--- config.mk ---
export PLATFORM = sky130hd
export DESIGN_NAME = axi_w_order_arbiter
export DESIGN_NICKNAME = d
export VERILOG_FILES = /design/src/rtl/axi_w_order_arbiter.sv
export SDC_FILE = /design/constraint.sdc
export NUM_CORES = 1
export LEC_CHECK = 0
export ABC_CLOCK_PERIOD_IN_PS = 7200
export BUFFER_PORTS_ARGS = -buffer_cell sky130_fd_sc_hd__buf_4
export CORE_AREA = 2 2 163 165
export CTS_BUF_LIST = sky130_fd_sc_hd__clkbuf_16
export CTS_CLUSTER_DIAMETER = 30
export DETAILED_ROUTE_END_ITERATION = 8
export DIE_AREA = 0 0 165 167
export SETUP_SLACK_MARGIN = 0.2
export SLEW_MARGIN = 20
export SYNTH_ARGS = -nofsm -noshare
export SYNTH_HDL_FRONTEND = slang
export SYNTH_SLANG_ARGS = --single-unit
--- constraint.sdc ---
create_clock -name clk_i -period 7.2 [get_ports clk_i]
set_clock_uncertainty 0.2 [all_clocks]
set_input_delay 0.36 -clock clk_i [delete_from_list [all_inputs] [get_ports clk_i]]
set_output_delay 0.36 -clock clk_i [all_outputs]
set_load 0.1 [all_outputs]
--- src/rtl/axi_w_order_arbiter.sv ---
// Shares one downstream AXI W channel between N_MASTERS sources. W bursts are
// forwarded whole, in the order the AW arbiter recorded its grants.
module axi_w_order_arbiter #(
    parameter int N_MASTERS   = 4,
    parameter int DATA_WIDTH  = 64,
    parameter int USER_WIDTH  = 6,
    parameter int ORDER_DEPTH = 4,
    parameter int STRB_WIDTH  = DATA_WIDTH / 8,
    parameter int SRC_WIDTH   = (N_MASTERS > 1) ? $clog2(N_MASTERS) : 1
) (
    input  logic                             clk_i,
    input  logic                             rst_i,
    input  logic                             aw_push_valid_i,
    input  logic [SRC_WIDTH-1:0]             aw_push_src_i,
    output logic                             aw_push_ready_o,
    input  logic [N_MASTERS-1:0]             slave_valid_i,
    input  logic [N_MASTERS*DATA_WIDTH-1:0]  slave_data_i,
    input  logic [N_MASTERS*STRB_WIDTH-1:0]  slave_strb_i,
    input  logic [N_MASTERS*USER_WIDTH-1:0]  slave_user_i,
    input  logic [N_MASTERS-1:0]             slave_last_i,
    output logic [N_MASTERS-1:0]             slave_ready_o,
    output logic                             master_valid_o,
    output logic [DATA_WIDTH-1:0]            master_data_o,
    output logic [STRB_WIDTH-1:0]            master_strb_o,
    output logic [USER_WIDTH-1:0]            master_user_o,
    output logic                             master_last_o,
    input  logic                             master_ready_i,
    output logic [$clog2(ORDER_DEPTH):0]     pending_o,
    output logic [7:0]                       beat_cnt_o,
    output logic                             src_err_o
);

    localparam int PTR_WIDTH = $clog2(ORDER_DEPTH);
    localparam int CNT_WIDTH = PTR_WIDTH + 1;
    localparam int SRC_EXT   = SRC_WIDTH + 1;
    localparam logic [CNT_WIDTH-1:0] FULL_COUNT = CNT_WIDTH'(ORDER_DEPTH);
    localparam logic [SRC_EXT-1:0]   SRC_LIMIT  = SRC_EXT'(N_MASTERS);

    logic [SRC_WIDTH-1:0] order_mem [ORDER_DEPTH];
    logic [PTR_WIDTH-1:0] rd_ptr;
    logic [PTR_WIDTH-1:0] wr_ptr;
    logic [CNT_WIDTH-1:0] count;
    logic [SRC_WIDTH-1:0] head;
    logic                 empty;
    logic                 src_ok;
    logic                 push_hs;
    logic                 push;
    logic                 pop;
    logic                 beat_hs;
    logic                 head_valid;

    assign empty           = (count == '0);
    assign head            = order_mem[rd_ptr];
    // Ready depends on stored state only, so a same-cycle pop never frees a slot early.
    assign aw_push_ready_o = (count != FULL_COUNT);
    assign src_ok          = ({1'b0, aw_push_src_i} < SRC_LIMIT);
    assign push_hs         = aw_push_valid_i && aw_push_ready_o;
    assign push            = push_hs && src_ok;
    assign pending_o       = count;

    // NOTE: every output of a combinational block gets a default first, so no path leaves it unassigned and no latch is inferred.
    always_comb begin
        head_valid    = 1'b0;
        master_data_o = '0;
        master_strb_o = '0;
        master_user_o = '0;
        master_last_o = 1'b0;
        slave_ready_o = '0;
        for (int i = 0; i < N_MASTERS; i++) begin
            if (head == SRC_WIDTH'(i)) begin
                head_valid       = slave_valid_i[i];
                master_data_o    = slave_data_i[i*DATA_WIDTH +: DATA_WIDTH];
                master_strb_o    = slave_strb_i[i*STRB_WIDTH +: STRB_WIDTH];
                master_user_o    = slave_user_i[i*USER_WIDTH +: USER_WIDTH];
                master_last_o    = slave_last_i[i];
                slave_ready_o[i] = !empty && master_ready_i;
            end
        end
    end

    assign master_valid_o = !empty && head_valid;
    assign beat_hs        = master_valid_o && master_ready_i;
    assign pop            = beat_hs && master_last_o;

    // NOTE: state registers use non-blocking assignments so every flop samples pre-edge values.
    always_ff @(posedge clk_i or posedge rst_i) begin
        if (rst_i) begin
            rd_ptr     <= '0;
            wr_ptr     <= '0;
            count      <= '0;
            beat_cnt_o <= '0;
            src_err_o  <= 1'b0;
        end else begin
            if (push) wr_ptr <= wr_ptr + 1'b1;
            if (pop)  rd_ptr <= rd_ptr + 1'b1;
            case ({push, pop})
                2'b10:   count <= count + 1'b1;
                2'b01:   count <= count - 1'b1;
                default: count <= count;
            endcase
            if (beat_hs) begin
                if (master_last_o)             beat_cnt_o <= '0;
                else if (beat_cnt_o != 8'hFF)  beat_cnt_o <= beat_cnt_o + 8'd1;
            end
            src_err_o <= push_hs && !src_ok;
        end
    end

    // NOTE: the order storage is not reset; entries are only read while count says they are valid.
    always_ff @(posedge clk_i) begin
        if (push) order_mem[wr_ptr] <= aw_push_src_i;
    end

endmodule

==> results of run 1 <==
-- cells in the final DEF, fill, tap and decap left out, types with 3 or more instances in the layout --
cell type and instances:
nand2_1 5, dfrtp_1 15, xor2_1 3, edfxtp_1 8
mux4_2 78, and3_1 5, a21oi_1 8, clkbuf_16 3
o31ai_1 3, ha_1 6, inv_1 10, o21ai_0 4
mux2i_1 5, nor2_1 9, xnor2_1 3, buf_4 422
nand3_1 4
-- area by class of cell --
cell class                 count  area, sq um
fill                        2736        19000
timing repair buffer         424         3220
multi-input combinational    157         2420
sequential                    23          616
tap                          335          419
clock buffer                   3         75.1
inverter                      11         41.3
clock inverter                 1         5.00
antenna                        1         2.50
-- routing by layer --
metal / share of wire / vias to the layer above / GRT usage
met4: 0.024 / 0 / 0.0359
met3: 0.098 / 22 / 0.0324
met2: 0.50 / 206 / 0.223
met5: 0 / - / 0
met1: 0.38 / 2011 / 0.163
li1: - / 1734 / -
-- worst paths after layout --
kind / from / end / slack, ns / cells past startpoint
setup / recovery: rd_ptr[0] / pending_o[2] / 3.26 / 11
hold / removal: rst_i / wr_ptr[0] / -0.01 / 2
setup reg to reg: rd_ptr[0] / pending_o[2] / 3.26 / 11
hold reg to reg: beat_cnt_o[1] / beat_cnt_o[1] / 0.36 / 1
max in group asynchronous: rst_i / beat_cnt_o[7] / 6.41 / 2
min in group clk_i: aw_push_src_i[1] / order_mem[2][1] / 0.12 / 1
-- synth_stat cells, types with 2 or more instances --
library cell  number  area, sq um
inv_1             10         37.5
dfrtp_1           15          375
o31ai_1            3         22.5
o31a_1             2         17.5
buf_2              3         15.0
a21oi_1            8         40.0
nand3_1            4         20.0
o21ai_0            4         20.0
ha_1               6         75.1
mux4_2            80         1800
buf_6             11          124
and3_1             5         31.3
mux2i_1            5         50.1
xor2_1             3         26.3
mux2i_4            2         45.0
edfxtp_1           8          240
xnor2_1            3         26.3
nor2_1             9         33.8
clkbuf_1           6         22.5
nand2_1            5         18.8
-- state kept, by name, summed over array words and instances (netlist names) --
name and count:
beat_cnt_o 8, order_mem 8, pending_o 3, rd_ptr 2
wr_ptr 2
-- logic make-up after synthesis --
| logic type | after synthesis |
|---|---|
| muxes | 89 |
| xor gates and xnor gates | 6 |
| adders and majority gates | 7 |
| AOI/OAI and AO/OA | 26 |
| DFF | 23 |
| buffers and inverters | 33 |
| and+or+nand+nor | 28 |
| other | 1 |
-- metrics by stage --
| stage | hold slack [ns] | worst slack [ns] |
|---|---|---|
| global route | 0.0432 | 2.97 |
| floorplan | 0.0615 | 3.34 |
| detailed placement | 0.287 | 3.11 |
| global placement | 0.286 | 3.16 |
| CTS | 0.0177 | 3.05 |
| finish | -0.0115 | 3.26 |
==> impl_metrics.toml, run 1 <==
[hold_path]
hold_path.class = "input port to asynchronous set/reset pin"

[final_layout]
final_area_sq_um = 6800
drive_gt1_frac = 0.838
instances_no_fill = 955
synthToLayoutAreaGrowth_pct = 109
final_util = 0.264
nets = 953

[logic_synthesis]
synth_cell_types = 41
yosys_register_bits = 23
avgSynthCellArea_sq_um = 15.3
synthMuxAreaShare = 0.591
synth_fp_nets = 546
ys_warn_count = 0
ys_seq_area_frac = 0.189
synthSimpleGateAreaFrac = 0.0454
async_flop_share = 0.652
syn-cell-area_sq_um = 3250
synth_cells = 213
synth_top_family_by_area = "multiplexers"
synthFlopType = "dfrtp_1"
synth_edf_count = 8
synthAdderAreaFrac = 0.0292
synth_compound_area_frac = 0.0588
synth_xor_area_frac = 0.0161

[clocking]
ctsResizeCount = 0
cts.sink_count = 23
clockRootBuffer = "clkbuf_16"
cts_tree = "built"
insertion_delay_ns = 0.25
cts_hold_buf = 0
clock_path_buffers = 2
numCtsBuffers = 3
cts_setup_buffers = 0
clk_pin_slew_worst_paths_ns = 0.06
htreeDepth = 1

[drt]
wl_um = 19700
dr.pass1.iters = 6
drt-initial-drc-count = 207
drc = 0
ant_nets = 0
routedWlPerCell_um = 20.6
viasPerCell = 4.16
vias = 3973

[global_route]
overflow = 0
grt_pass1_vias = 4156
grt_max_degree = 83
grt_pass1_wl_um = 27000
track_usage = 0.131
antenna_found_initial = 1

[floorplan]
coreArea_sq_um = 25800
fp.dieH_um = 167
pin_count = 423
num_rows = 59
die-area_sq_um = 27600
initial_core_util = 0.126
die_w_um = 165

[sta]
finalSetupViolations = 0
fin_crit_sh = 0.547
hold_viol = 15
finalSetupTns_ns = 0
fin_hold_ws_ns = -0.0115
period_needed_ns = 3.94
tightest_slew_ns = 0.618
max_slew_margin = 0.588
rsz0062_at_grt = "no"
fmax_mhz = 254
drv_slew = 0

[critical_path]
crit_fanout = 34
critPathMaxStageDelay_ns = 0.94
cp.arrival_ns = 3.92
cp-end-kind = "register"
cp_data_required_time_ns = 7.18
path_buf_inv = 2
crit_type = "register to register"
critPathLaunchType = "register"
path_cells = "mux4_4, buf_16, mux2i_4, o22ai_4, and2_4, ha_1, inv_1, fa_1, xor2_1, nor2_1, xor2_1"
slowest_stage = "mux4_4"
crit_top_cell = "xor2_1"
critical-path-top-delay-family = "multiplexers"

[placement]
dp_hpwl_um = 17600
numPlacedInstances = 948
gp_congestion = 0.827
dpl-instance-area_sq_um = 6660
io_buffers = 421

[status]
violations = "negative hold slack"
status = "complete, but fails checks"

[run]
drv_cap = 0
Power of run 1 is left out: the tool's default activity adds up to more than one toggle a clock period on the data nets, which glitch-free logic cannot reach.
==> run 2, diff against run 1 <==
- ABC_CLOCK_PERIOD_IN_PS: 7200 -> 3800
- clock period: 7.2 -> 3.8 ns (I/O delays scaled with it)
==> run 2 against run 1 <==
- the run now ends clean
- core utilization up 0.16 points
- cell area rose by 0.59%
- worst setup slack got worse by 2.9 ns
- wire length is 0.98% higher
- register-to-register slack got worse by 2.7 ns
- via count shrank 0.58%
- critical path depth shrank 6
- first-iteration DRC count is 18% higher
==> impl_metrics.toml, run 2 (same netlist as run 1, synthesis figures left out) <==
[floorplan]
die_w_um = 165
initial_core_util = 0.126
num_rows = 59
coreArea_sq_um = 25800
die-area_sq_um = 27600
fp.dieH_um = 167
pin_count = 423

[global_route]
track_usage = 0.134
grt_pass1_vias = 4173
antenna_found_initial = 3
grt_max_degree = 49
grt_pass1_wl_um = 27300
overflow = 0

[sta]
hold_viol = 0
tightest_slew_ns = 0.658
drv_slew = 0
fin_hold_ws_ns = 0.149
finalSetupTns_ns = 0
finalSetupViolations = 0
rsz0062_at_grt = "no"
fmax_mhz = 295
max_slew_margin = 0.561
fin_crit_sh = 0.893
period_needed_ns = 3.39

[critical_path]
slowest_stage = "mux4_2"
cp_data_required_time_ns = 3.41
critPathLaunchType = "register"
crit_type = "register to output port"
path_cells = "mux4_4, buf_6, buf_8, mux4_2, buf_4"
cp.arrival_ns = 3.00
cp-end-kind = "output port"
critPathMaxStageDelay_ns = 0.61
path_buf_inv = 3
critical-path-top-delay-family = "multiplexers"
crit_fanout = 48

[clocking]
numCtsBuffers = 3
cts_tree = "built"
clock_path_buffers = 2
htreeDepth = 1
clk_pin_slew_worst_paths_ns = 0.06
insertion_delay_ns = 0.25
clockRootBuffer = "clkbuf_16"
cts.sink_count = 23

[final_layout]
mostFrequentLayoutCells = "426 x buf_4, 78 x mux4_2, 15 x dfrtp_1, 11 x inv_1, 9 x nor2_1"
multi_input_area_sq_um = 2420
drive_gt1_frac = 0.835
regArea_sq_um = 616
final_common_cell = "buf_4"
instances_no_fill = 964
num-fill-cells = 2720
nets = 960
synthToLayoutAreaGrowth_pct = 110
final_area_sq_um = 6840

[run]
drv_cap = 0

[drt]
drc = 0
wl_um = 19900
drt-initial-drc-count = 245
routedWlPerCell_um = 20.6
ant_nets = 0
dr.pass1.iters = 4
vias = 3950
viasPerCell = 4.10

[placement]
io_buffers = 421
dpl-instance-area_sq_um = 6710
dp_hpwl_um = 18000
gp_congestion = 0.945
numPlacedInstances = 954

[status]
status = "finished clean"

[hold_path]
hold_path.class = "input port to register"
run 2: repair_timing:
item	4_1_cts	5_1_grt
resized for setup	2	1
hold endpoints to repair	23	0
hold buffers	3	0
endpoints found under the setup margin	48	48
buffers inserted	0	0
pin swaps	0	0
run 2: tightest hold or removal path, delay by kind of cell:
kind          cells  cell delay (ns)
xor+xnor          1             0.08
buf+inv           1             0.10
simple gates      1             0.19
run 2: worst paths after layout:
kind                            startpoint                to  slack, ns  cells after the start
setup reg to reg           order_mem[0][0]      pending_o[2]       0.52                     11
hold reg to reg              beat_cnt_o[1]     beat_cnt_o[1]       0.36                      1
hold / removal             aw_push_valid_i         wr_ptr[0]       0.15                      3
setup / recovery                 rd_ptr[0]  master_user_o[5]       0.41                      5
max in group asynchronous            rst_i         rd_ptr[0]       2.64                      3
min in group asynchronous            rst_i         wr_ptr[1]       0.37                      3
run 2: layout make-up:
class / instances / area share
clock buffer: 3 / 0.0110
inverter: 11 / 0.00604
sequential: 23 / 0.0900
timing repair buffer: 431 / 0.476
antenna: 3 / 0.00110
multi-input combinational: 157 / 0.354
tap: 335 / 0.0613
clock inverter: 1 / 0.000549
run 2: layer usage:
| layer | global-route usage | wire (um) |
|---|---|---|
| met1 | 0.168 | 7640 |
| met2 | 0.219 | 9470 |
| met3 | 0.0423 | 2310 |
| met4 | 0.0348 | 427 |
| met5 | 0.0164 | 57 |
run 2: per-stage QoR:
| stage | util | worst slack, ns |
|---|---|---|
| 2_1_floorplan | - | 0.383 |
| 5_1_grt | 0.266 | 0.204 |
| 4_1_cts | 0.265 | 0.216 |
| 6_report | 0.266 | 0.407 |
| 3_5_place_dp | 0.261 | 0.143 |
| 3_3_place_gp | 0.261 | 0.163 |
Power of run 2 is left out for the same reason.
==> run 3, diff against run 2 <==
- ABC_CLOCK_PERIOD_IN_PS: 3800 -> 2950
- CORE_AREA: 2 2 163 165 -> 2 2 166 168
- DIE_AREA: 0 0 165 167 -> 0 0 168 170
- clock period: 3.8 -> 2.95 ns (I/O delays scaled with it)
==> run 3 against run 2 <==
- the run now ends with negative setup slack left
- cell count increased by 2.1%
- critical endpoint is now master_strb_o[2]
- first-iteration DRC count grew 11%
- core utilization up 1.5 points
==> impl_metrics.toml, run 3 (same netlist as run 1, synthesis figures left out) <==
[status]
status = "complete, but fails checks"
violations = "negative setup slack"

[placement]
gp_congestion = 0.902
dp_hpwl_um = 19300
place_ws_ns = -0.0512
dpl-instance-area_sq_um = 6840
io_buffers = 421

[global_route]
grt_pass1_wl_um = 31100
grt_max_degree = 40
grt_pass1_vias = 4480
track_usage = 0.149
overflow = 0
antenna_found_initial = 5

[drt]
routedWlPerCell_um = 23.0
viasPerCell = 4.23
wl_um = 22700
drc = 0
dr.pass1.iters = 4
drt-initial-drc-count = 273
ant_nets = 0
vias = 4165

[final_layout]
mostFrequentLayoutCells = "351 x buf_4, 78 x mux4_2, 74 x buf_6, 12 x dfrtp_1, 10 x inv_1"
synthToLayoutAreaGrowth_pct = 129
final_area_sq_um = 7470
nets = 972
multi_input_area_sq_um = 2460
final_common_cell = "buf_4"
final_util = 0.280
num-fill-cells = 2800
regArea_sq_um = 619
drive_gt1_frac = 0.854

[hold_path]
hp-start = "aw_push_valid_i"
min_to = "wr_ptr[0]"
hold_path.class = "input port to register"
whs_path_depth = 3

[floorplan]
initial_core_util = 0.122
die_w_um = 168
coreArea_sq_um = 26700
pin_count = 423
die-area_sq_um = 28600
num_rows = 60
fp.dieH_um = 170

[sta]
tightest_slew_ns = 0.630
period_needed_ns = 2.98
rsz0062_at_grt = "yes"
fin_ws_ns = -0.0348
fin_hold_ws_ns = 0.0858
hold_viol = 0
fmax_mhz = 335
drv_slew = 0
fin_crit_sh = 1.01
finalSetupViolations = 22
max_slew_margin = 0.580

[critical_path]
timing.rr.end = "pending_o[2]"
r2r_setup_slack_ns = -0.02
cp.arrival_ns = 2.64
cp_data_required_time_ns = 2.60
reg2reg_depth = 11
critPathLaunchType = "register"
crit_type = "register to output port"
reg2reg_from = "rd_ptr[0]"
crit_fanout = 20
cp-end-kind = "output port"

[clocking]
clk_pin_slew_worst_paths_ns = 0.06
clockRootBuffer = "clkbuf_16"
htreeDepth = 1
cts_tree = "built"
numCtsBuffers = 3
cts.sink_count = 23
insertion_delay_ns = 0.25
clock_path_buffers = 2

[run]
drv_cap = 0
-- run 3: changes by cell type in the layout (fill, tap and decap cells not counted), sizes merged --
| cell | previous run | this run |
|---|---|---|
| diode | 3 | 5 |
| bufbuf | 0 | 2 |
| buf | 428 | 438 |
-- run 3: timing repair --
action	CTS	global route
endpoints found under the setup margin	81	82
hold buffers	3	0
gates cloned	3	0
endpoints found under the hold margin	23	0
pin swaps	1	0
buffers inserted	2	1
gates resized for setup	98	5
-- run 3: cell type report --
type / count / area share
Antenna cell: 5 / 0.00168
Clock buffer: 3 / 0.0101
Clock inverter: 1 / 0.000503
Inverter: 11 / 0.00720
Multi-Input combinational cell: 157 / 0.329
Sequential cell: 23 / 0.0829
Tap cell: 341 / 0.0571
Timing Repair Buffer: 443 / 0.512
-- run 3: critical path, stage by stage (launching register included) --
cell       delay (ns)
dfrtp_1          0.38
buf_4            0.15
mux4_4           0.67
buf_4            0.18
buf_12           0.14
bufbuf_16        0.31
mux4_2           0.35
buf_12           0.19
-- run 3: metal layers --
| metal | up-vias | global-route usage | share of wire |
|---|---|---|---|
| li1 | 1786 | - | - |
| met1 | 2084 | 0.190 | 0.41 |
| met2 | 269 | 0.246 | 0.48 |
| met3 | 26 | 0.0474 | 0.091 |
| met4 | 0 | 0.0253 | 0.016 |
| met5 | - | 0.0296 | 0 |
-- run 3: worst max path at each step --
| stage | start | to | slack (ns) | cells after the start |
|---|---|---|---|---|
| detailed placement | rd_ptr[0] | pending_o[2] | -0.05 | 11 |
| floorplan | rd_ptr[0] | pending_o[2] | 0.006 | 12 |
| finish | rd_ptr[0] | master_strb_o[2] | -0.03 | 7 |
| global placement | rd_ptr[0] | pending_o[2] | -0.05 | 11 |
| global route | rd_ptr[0] | pending_o[2] | -0.16 | 11 |
| CTS | rd_ptr[0] | pending_o[2] | -0.06 | 11 |
-- run 3: through the flow --
| stage | setup TNS, ns | instances |
|---|---|---|
| 3_5_place_dp | -0.0512 | 966 |
| 3_3_place_gp | -0.0545 | 966 |
| 2_1_floorplan | 0 | 213 |
| 5_1_grt | -4.66 | 984 |
| 6_report | -0.273 | 984 |
| 4_1_cts | -1.12 | 978 |
Power of run 3 is left out for the same reason.
